==> config.mk <==
export PLATFORM = sky130hd
export DESIGN_NAME = sprite_line_fetcher
export DESIGN_NICKNAME = d
export VERILOG_FILES = /design/src/rtl/sprite_line_fetcher.sv
export SDC_FILE = /design/constraint.sdc
export NUM_CORES = 1
export LEC_CHECK = 0
export ABC_AREA = 1
export CAP_MARGIN = 20
export CORE_UTILIZATION = 52
export DETAILED_ROUTE_END_ITERATION = 8
export PLACE_DENSITY_LB_ADDON = 0.2
export SYNTH_ARGS = -nofsm -noshare
export SYNTH_HDL_FRONTEND = slang
export SYNTH_SLANG_ARGS = --single-unit
==> constraint.sdc <==
create_clock -name Clk -period 2.4 [get_ports Clk]
set_input_delay 0.48 -clock Clk [delete_from_list [all_inputs] [get_ports Clk]]
set_output_delay 0.48 -clock Clk [all_outputs]
set_load 0.03 [all_outputs]
==> src/rtl/sprite_line_fetcher.sv <==
// Sprite line fetcher: prefetches one 40-pixel sprite row per scanline from a
// one-cycle-latency sprite ROM into a line buffer, then serves pixels by DrawX.
//
// Ports:
//   Clk, Reset_n        system clock, asynchronous active-low reset
//   line_start          one-cycle pulse requesting a fetch for next_y
//   next_y, sprite_x,   scanline / sprite position, sampled on line_start
//   sprite_y
//   rom_addr, rom_data  ROM read port (registered address, data next cycle)
//   DrawX               current pixel column
//   pixel_idx, pixel_on palette index and opaque flag, one cycle after DrawX
//   busy                high while a row fetch is in progress
module sprite_line_fetcher #(
    parameter int          SPRITE_W    = 40,
    parameter int          SPRITE_H    = 40,
    parameter int          ADDR_W      = 11,
    parameter int          DATA_W      = 4,
    parameter logic [DATA_W-1:0] TRANSPARENT = 4'h0
) (
    input  logic              Clk,
    input  logic              Reset_n,
    input  logic              line_start,
    input  logic [9:0]        next_y,
    input  logic [9:0]        sprite_x,
    input  logic [9:0]        sprite_y,
    output logic [ADDR_W-1:0] rom_addr,
    input  logic [DATA_W-1:0] rom_data,
    input  logic [9:0]        DrawX,
    output logic [DATA_W-1:0] pixel_idx,
    output logic              pixel_on,
    output logic              busy
);

    localparam int COL_W = $clog2(SPRITE_W);
    localparam logic [COL_W-1:0] LAST_COL = COL_W'(SPRITE_W - 1);

    typedef enum logic [1:0] {IDLE, FETCH, DRAIN} state_t;

    state_t              r_state;
    state_t              w_next;
    logic [9:0]          r_row;
    logic [9:0]          r_x0;
    logic [COL_W-1:0]    r_col;
    logic                r_line_valid;
    logic [DATA_W-1:0]   r_buf [SPRITE_W];

    logic [9:0]          w_row;
    logic                w_row_hit;
    logic [ADDR_W-1:0]   w_row_a;
    logic [ADDR_W-1:0]   w_base;
    logic [ADDR_W-1:0]   w_addr;
    logic [9:0]          w_dx;
    logic                w_hit;
    logic [DATA_W-1:0]   w_pix;

    // Unsigned wrap turns rows above the sprite top into large values,
    // so a single compare rejects both sides.
    assign w_row     = next_y - sprite_y;
    assign w_row_hit = w_row < 10'(SPRITE_H);

    assign w_row_a = ADDR_W'(r_row);
    generate
        if (SPRITE_W == 40) begin : g_mul40
            assign w_base = (w_row_a << 5) + (w_row_a << 3);
        end else begin : g_mul
            assign w_base = w_row_a * ADDR_W'(SPRITE_W);
        end
    endgenerate
    assign w_addr = w_base + ADDR_W'(r_col);

    assign busy = (r_state != IDLE);

    always_ff @(posedge Clk or negedge Reset_n) begin
        if (!Reset_n) r_state <= IDLE;
        else          r_state <= w_next;
    end

    // A new line_start always wins, including over DRAIN completion.
    always_comb begin
        w_next = r_state;
        if (line_start) begin
            w_next = w_row_hit ? FETCH : IDLE;
        end else begin
            unique case (r_state)
                FETCH:   if (r_col == LAST_COL) w_next = DRAIN;
                DRAIN:   w_next = IDLE;
                default: w_next = r_state;
            endcase
        end
    end

    always_ff @(posedge Clk or negedge Reset_n) begin
        if (!Reset_n) begin
            r_x0         <= '0;
            r_row        <= '0;
            r_col        <= '0;
            r_line_valid <= 1'b0;
            rom_addr     <= '0;
        end else if (line_start) begin
            r_x0         <= sprite_x;
            r_row        <= w_row;
            r_col        <= '0;
            r_line_valid <= 1'b0;
        end else if (r_state == FETCH) begin
            rom_addr <= w_addr;
            r_col    <= r_col + COL_W'(1);
        end else if (r_state == DRAIN) begin
            r_line_valid <= 1'b1;
        end
    end

    // Data for the address issued last cycle lands one column behind.
    always_ff @(posedge Clk) begin
        if (r_state == FETCH && r_col != '0)
            r_buf[r_col - COL_W'(1)] <= rom_data;
        else if (r_state == DRAIN)
            r_buf[LAST_COL] <= rom_data;
    end

    assign w_dx  = DrawX - r_x0;
    assign w_hit = r_line_valid && (w_dx < 10'(SPRITE_W));
    assign w_pix = w_hit ? r_buf[w_dx[COL_W-1:0]] : '0;

    always_ff @(posedge Clk or negedge Reset_n) begin
        if (!Reset_n) begin
            pixel_idx <= '0;
            pixel_on  <= 1'b0;
        end else begin
            pixel_idx <= w_pix;
            pixel_on  <= w_hit && (w_pix != TRANSPARENT);
        end
    end

endmodule
# Word level (Yosys, flattened, before mapping)
# Memories as Yosys holds them, arrays and structs flattened.
# Cells that the tools add are included.
op_classes:
  multipliers: 0
  n_eq_ne: 5
  addsub: 6
  div: 0
  n_mux: 18
  shifts: 0
  magnitude_cmp: 2
  n_bitwise: 1
  n_reduce_logical: 13
ops:
  columns: ["op", "n"]
  rows:
  - ["10-bit by 6-bit < comparator with 1-bit output, second input constant", 2]
  - ["10-bit subtractor", 2]
  - ["6-bit 2-to-1 mux", 3]
  - ["11-bit adder", 1]
  - ["11-bit by 6-bit adder with 11-bit output", 1]
  - ["1-bit 2-to-1 mux", 10]
  - ["4-bit 2-to-1 mux", 2]
  - ["6-bit by 1-bit adder with 6-bit output, second input constant", 1]
  - ["6-bit == test, second input constant", 1]
  - ["2-bit AND reduction", 3]
  - ["2-bit nonzero test", 3]
  - ["6-bit nonzero test", 1]
  - ["6-bit by 1-bit subtractor with 6-bit output, second input constant", 1]
  - ["2-bit 2-to-1 mux", 2]
  - ["2-bit case mux with 2 select lines", 1]
  - ["4-bit nonzero test", 1]
  - ["4-bit OR reduction", 1]
  - ["1-bit logical AND", 3]
  - ["3-bit inequality test, second input constant", 1]
  - ["3-bit nonzero test", 1]
  - ["2-bit by 1-bit == test with 1-bit output, second input constant", 1]
  - ["2-bit == test, second input constant", 1]
  - ["2-bit inequality test, second input constant", 1]
  - ["1-bit NOT", 1]
word_totals:
  out_inout_bits: 17
  wordCells: 54
  latch_bits: 0
  memories: 1
  inputBits: 47
  register_bits: 43
  mem_bits_ro: 0
  mem_bits_rw: 160
mem_list:
  columns: ["name", "words", "word_bits", "rd", "rd_ports_with_merged_regs", "wr", "line", "source"]
  rows:
  - ["r_buf", 40, 4, 1, 0, 1, "45", "logic [DATA_W-1:0] r_buf [SPRITE_W];"]

# Longest topological paths before layout
depth:
  word_depth: 6
  mapped_depth: 16
  depth_no_buf: 15

# Worst setup path after synthesis
# No wires, ideal clock.
synth_path:
  path_type: "input port to flip-flop"
  startpoint: "input port DrawX[0]"
  endpoint: "register pixel_on"
  setup_time_ns: 0.119
  path_stages: 14
  required_time_ns: 2.281
  arrival_ns: 2.160
  n_path_buf: 1
  setup_slack_ns: 0.122
  cell_sequence: "inv_1 ha_1 fa_1 inv_2 clkbuf_1 nand3_1 nand3_1 nand3_1 nand3_1 nand3_1 nand2_1 nor2_1 nor2_1 nand2_1"
synth_via:
  elab_chain_len: 6
  elab_cells_between_ends: 7
  classes_between: "add/sub: 1; order compare: 1; mux: 1; reduce/logical: 3; memory: 1"
synth_rtl:
  columns: ["item", "line", "source"]
  rows:
  - ["from (decl)", "28", "input logic [9:0] DrawX,"]
  - ["10-bit subtractor *", "120", "assign w_dx = DrawX - r_x0;"]
  - ["10-bit by 6-bit < comparator with 1-bit output", "121", "assign w_hit = r_line_valid && (w_dx < 10'(SPRITE_W));"]
  - ["1-bit logical AND", "121", null]
  - ["4-bit 2-to-1 mux *", "122", "assign w_pix = w_hit ? r_buf[w_dx[COL_W-1:0]] : '0;"]
  - ["via w_pix[0]", "54", "logic [DATA_W-1:0] w_pix;"]
  - ["4-bit nonzero test *", "130", "pixel_on <= w_hit && (w_pix != TRANSPARENT);"]
  - ["1-bit logical AND *", "130", null]
  - ["to (signal assigned)", "130", null]
  - ["to (decl)", "30", "output logic pixel_on,"]
# The timed path passes the listed nets; every way through them passes the cells marked *.
# A chain may end at the register's enable or synchronous reset.

# Worst setup path in the final report
layout_path:
  startpoint: "input port DrawX[1]"
  endpoint: "register pixel_on"
# Same word-level chain as after synthesis.

==> summary.txt <==
Logic synthesis
  – Synth warnings: 0
  – Most common cell in the netlist: nand2_1
  – Post-synth top area cell: edfxtp_1
  – XOR/XNOR Fraction of Synth Area: under 10%
  – Async SR Flop Fraction: 21.2%
  – FF+latch count, synth: between 200 and 250
  – EDFF count, synth: 160
  – Mean Syn Cell Area: 9.71 µm²
  – Compound-Gate Fraction of Synth Area: 3.80%
  – Unique masters post-synth: 37
  – Sequential-to-total area share from yosys stat: 60.3%
  – Post-synthesis simple-gate area fraction: between 20% and 30%
  – Synth cell count leaders: nand2_1 (294), nand3_1 (163), edfxtp_1 (160), inv_1 (86), nor2_1 (79)
  – Post-synth top flop: edfxtp_1
  – Share of the synthesized area in the top cell type: 49.3%
  – Post-synthesis mux area share: 0%
  – Main combinational cell family by area after synthesis: simple AND/OR/NAND/NOR gates
  – Synth Instances: 1004
  – Netlist Area Pre-Place: slightly below 10000 µm²
  – Adder-Cell Fraction of Synth Area: 4.93%
  – Top cells by area, synth: edfxtp_1 (49%), nand2_1 (11%), dfrtp_1 (11%)
  – Syn Nets: 1087

STA
  – Tmin final: 2.39 ns
  – Final Skew: 0.00703 ns
  – Max Slew Vio Count: 0
  – Max Fclk: 419 MHz
  – Final hold vios: 0
  – RSZ-0062 raised after global routing: true
  – Hold WS: 0.0417 ns
  – Setup Viol. Count Final: 0
  – Final TNS setup: 0 ns
  – Least-Margin Pin Slew: 0.554 ns
  – Final worst-path cycle share: 99.5%
  – Max-slew headroom: 63.1%

Detailed routing
  – Final WL: 22.9 mm
  – DRC Markers: 0
  – Post-route ant nets: 0
  – Drt pass-1 iters: 5
  – DR WL/cell: roughly 17 µm
  – Via count: 7354
  – Vias/cell: between 5 and 6
  – Initial DRC Count: 610

CTS
  – CTS tree: built
  – Num CTS Buffers: 22
  – Clk sink count: 203
  – Clk buf depth: 3
  – Post-CTS Hold Buffers: 0
  – Max H-tree Level: 1
  – Worst skew pair latency: 0.50 ns
  – CTS Root Cell: clkbuf_16
  – Clock-pin slew on the worst setup and hold paths: 0.06 ns

GRT
  – Initial antenna violation count: 0
  – M3 GR Usage: 4.01%
  – GR peak layer: met2
  – Global route overflow: 0
  – GRT Util Overall: about a quarter
  – Largest net degree at the start of global routing: 54
  – Vias in the first global route: 7172
  – Met2 Use GR: 39.3%
  – Met1 track demand over resource: 34.2%
  – First-pass GRT wire length: 36.7 mm

Placed design
  – GP Congestion: slightly below 0.9
  – HPWL Detailed: 14.9 mm
  – Port bufs: 63

Worst setup path
  – CP startpoint: DrawX[1]
  – Highest net fanout along the worst path: 8
  – Crit-path cells: clkdlybuf4s50_1 -> inv_1 -> fa_2 -> clkinv_4 -> buf_12 -> buf_12 -> nand3_1 -> nand3_1 -> nand3_1 -> nand3_1 -> nand3_1 -> nand2_1 -> nor2_1 -> nor2_1 -> nand2_1
  – CP endpoint kind: flop
  – Critical Path Sink: pixel_on$_DFF_PN0_
  – Register-to-Register Path Depth: 14
  – R2R setup slack: 0.01 ns
  – Setup CP Type: primary input to flop
  – CP max-delay cell: fa_2
  – RR Startpoint: r_x0[0]$_DFFE_PN0P_
  – CP peak stage delay: 0.65 ns
  – Critical path depth: 15
  – Top delay family on crit path: buffers and inverters
  – Worst path required time: 2.85 ns
  – Startpoint types: primary input
  – CP Data Arrival Time: roughly 2.8 ns
  – Crit Reg-Reg Endpoint: pixel_on$_DFF_PN0_
  – CP Buf/Inv Count: 5
  – Cell mode on critical path: nand3_1

Floorplanning
  – Io pins: 64
  – Die area: 19300 µm²
  – Die width: 139 µm
  – FP Rows: 49
  – Initial Util: 53.7%
  – Core area: roughly 18000 µm²
  – Die Ht: 139 µm

Cells and area
  – Area Growth Syn to Fin: 23.3%
  – Antenna Diode Count: 0
  – Post-layout util: 66.2%
  – Share of layout cells above drive strength 1: 13.9%
  – Final #Nets: 1199

Outcome
  – Outcome: finished clean

Power
  – Static leakage: slightly below 5 nW
  – Pwr dens: 817 nW/µm²
  – Max IR drop VDD: 0.000657 V

Worst hold path
  – Hold crit path type: primary input to asynchronous set/reset pin

Run
  – Max_cap viols: 0
[layout make-up]
| class | instances | area (µm²) |
|---|---|---|
| clock inverters | 13 | 163 |
| flip-flops and latches | 203 | 5880 |
| multi-input cells | 675 | 3510 |
| well taps | 229 | 287 |
| fillers | 1424 | 6130 |
| clock buffers | 26 | 587 |
| inverters | 91 | 349 |
| repair buffers | 123 | 1230 |
[flip-flops by register name (all words and copies together), names as in the netlist]
signal / count
pixel_idx: 4
pixel_on: 1
r_buf: 160
r_col: 6
r_line_valid: 1
r_row: 8
r_state: 2
r_x0: 10
rom_addr: 11
[what timing repair did]
action                     CTS  global route
buffers inserted             0             1
setup endpoints to repair    0           160
gates resized for setup      0            66
[how the worst min path moves through the flow]
stage | to | depth (start not counted)
3_5_place_dp | rom_addr[4]$_DFFE_PN0P_ | 2
2_1_floorplan | pixel_idx[0]$_DFF_PN0_ | 0
6_report | r_row[0]$_DFFE_PN0P_ | 2
3_3_place_gp | rom_addr[4]$_DFFE_PN0P_ | 2
5_1_grt | rom_addr[8]$_DFFE_PN0P_ | 2
4_1_cts | r_row[0]$_DFFE_PN0P_ | 2
[metrics by stage]
step	setup slack, ns	power, W	instances	cell area (µm²)
after floorplan	0.122	0.00539	1004	9750
after global placement	-0.506	0.00620	1318	11000
after detailed placement	-0.530	0.00622	1318	11000
after CTS	0.000865	0.00973	1357	11700
after global routing	-0.144	0.0102	1360	12000
final	0.0112	0.00981	1360	12000
[power breakdown]
part	internal (W)	switching, W
combinational	0.000939	0.00135
clock	0.00217	0.00135
sequential	0.00392	0.0000762
total	0.00703	0.00278
[placed cells by master (no fill, tap or decap), types with 2 or more instances in the layout]
master	synthesis	routed
clkinv_1	1	5
clkdlybuf4s50_1	0	61
buf_4	10	47
buf_6	2	2
nand2_2	8	9
nor4_1	3	3
buf_12	0	9
fa_2	0	2
nand3_2	1	10
bufinv_16	0	4
nor3_1	5	5
clkbuf_16	0	25
inv_2	3	2
nor2_4	1	9
inv_1	86	86
xnor2_1	6	6
fa_1	4	2
nand3_1	163	153
ha_1	32	31
a211oi_1	2	2
nor2_1	79	46
dfrtp_1	43	43
edfxtp_1	160	160
o21ai_0	34	33
clkinv_2	0	4
o211ai_1	2	2
clkbuf_1	5	3
nor2_2	0	25
a21oi_1	22	22
xor2_1	7	7
nand2_1	294	292
o21ai_1	3	4
[kinds of logic (layout without fill, tap and decap cells)]
family / after synthesis / after routing
and+or+nand+nor: 557 / 557
DFF: 203 / 203
buffers and inverters: 126 / 253
AOI/OAI and AO/OA: 69 / 69
adders and majority gates: 36 / 36
xor gates and xnor gates: 13 / 13
[routing by layer]
layer,vias to the layer above,share of wire (%)
li1,3599,-
met1,3479,44
met2,238,47
met3,38,7.3
met4,0,1.9
met5,-,0
Power figures use the tool's default switching activity.
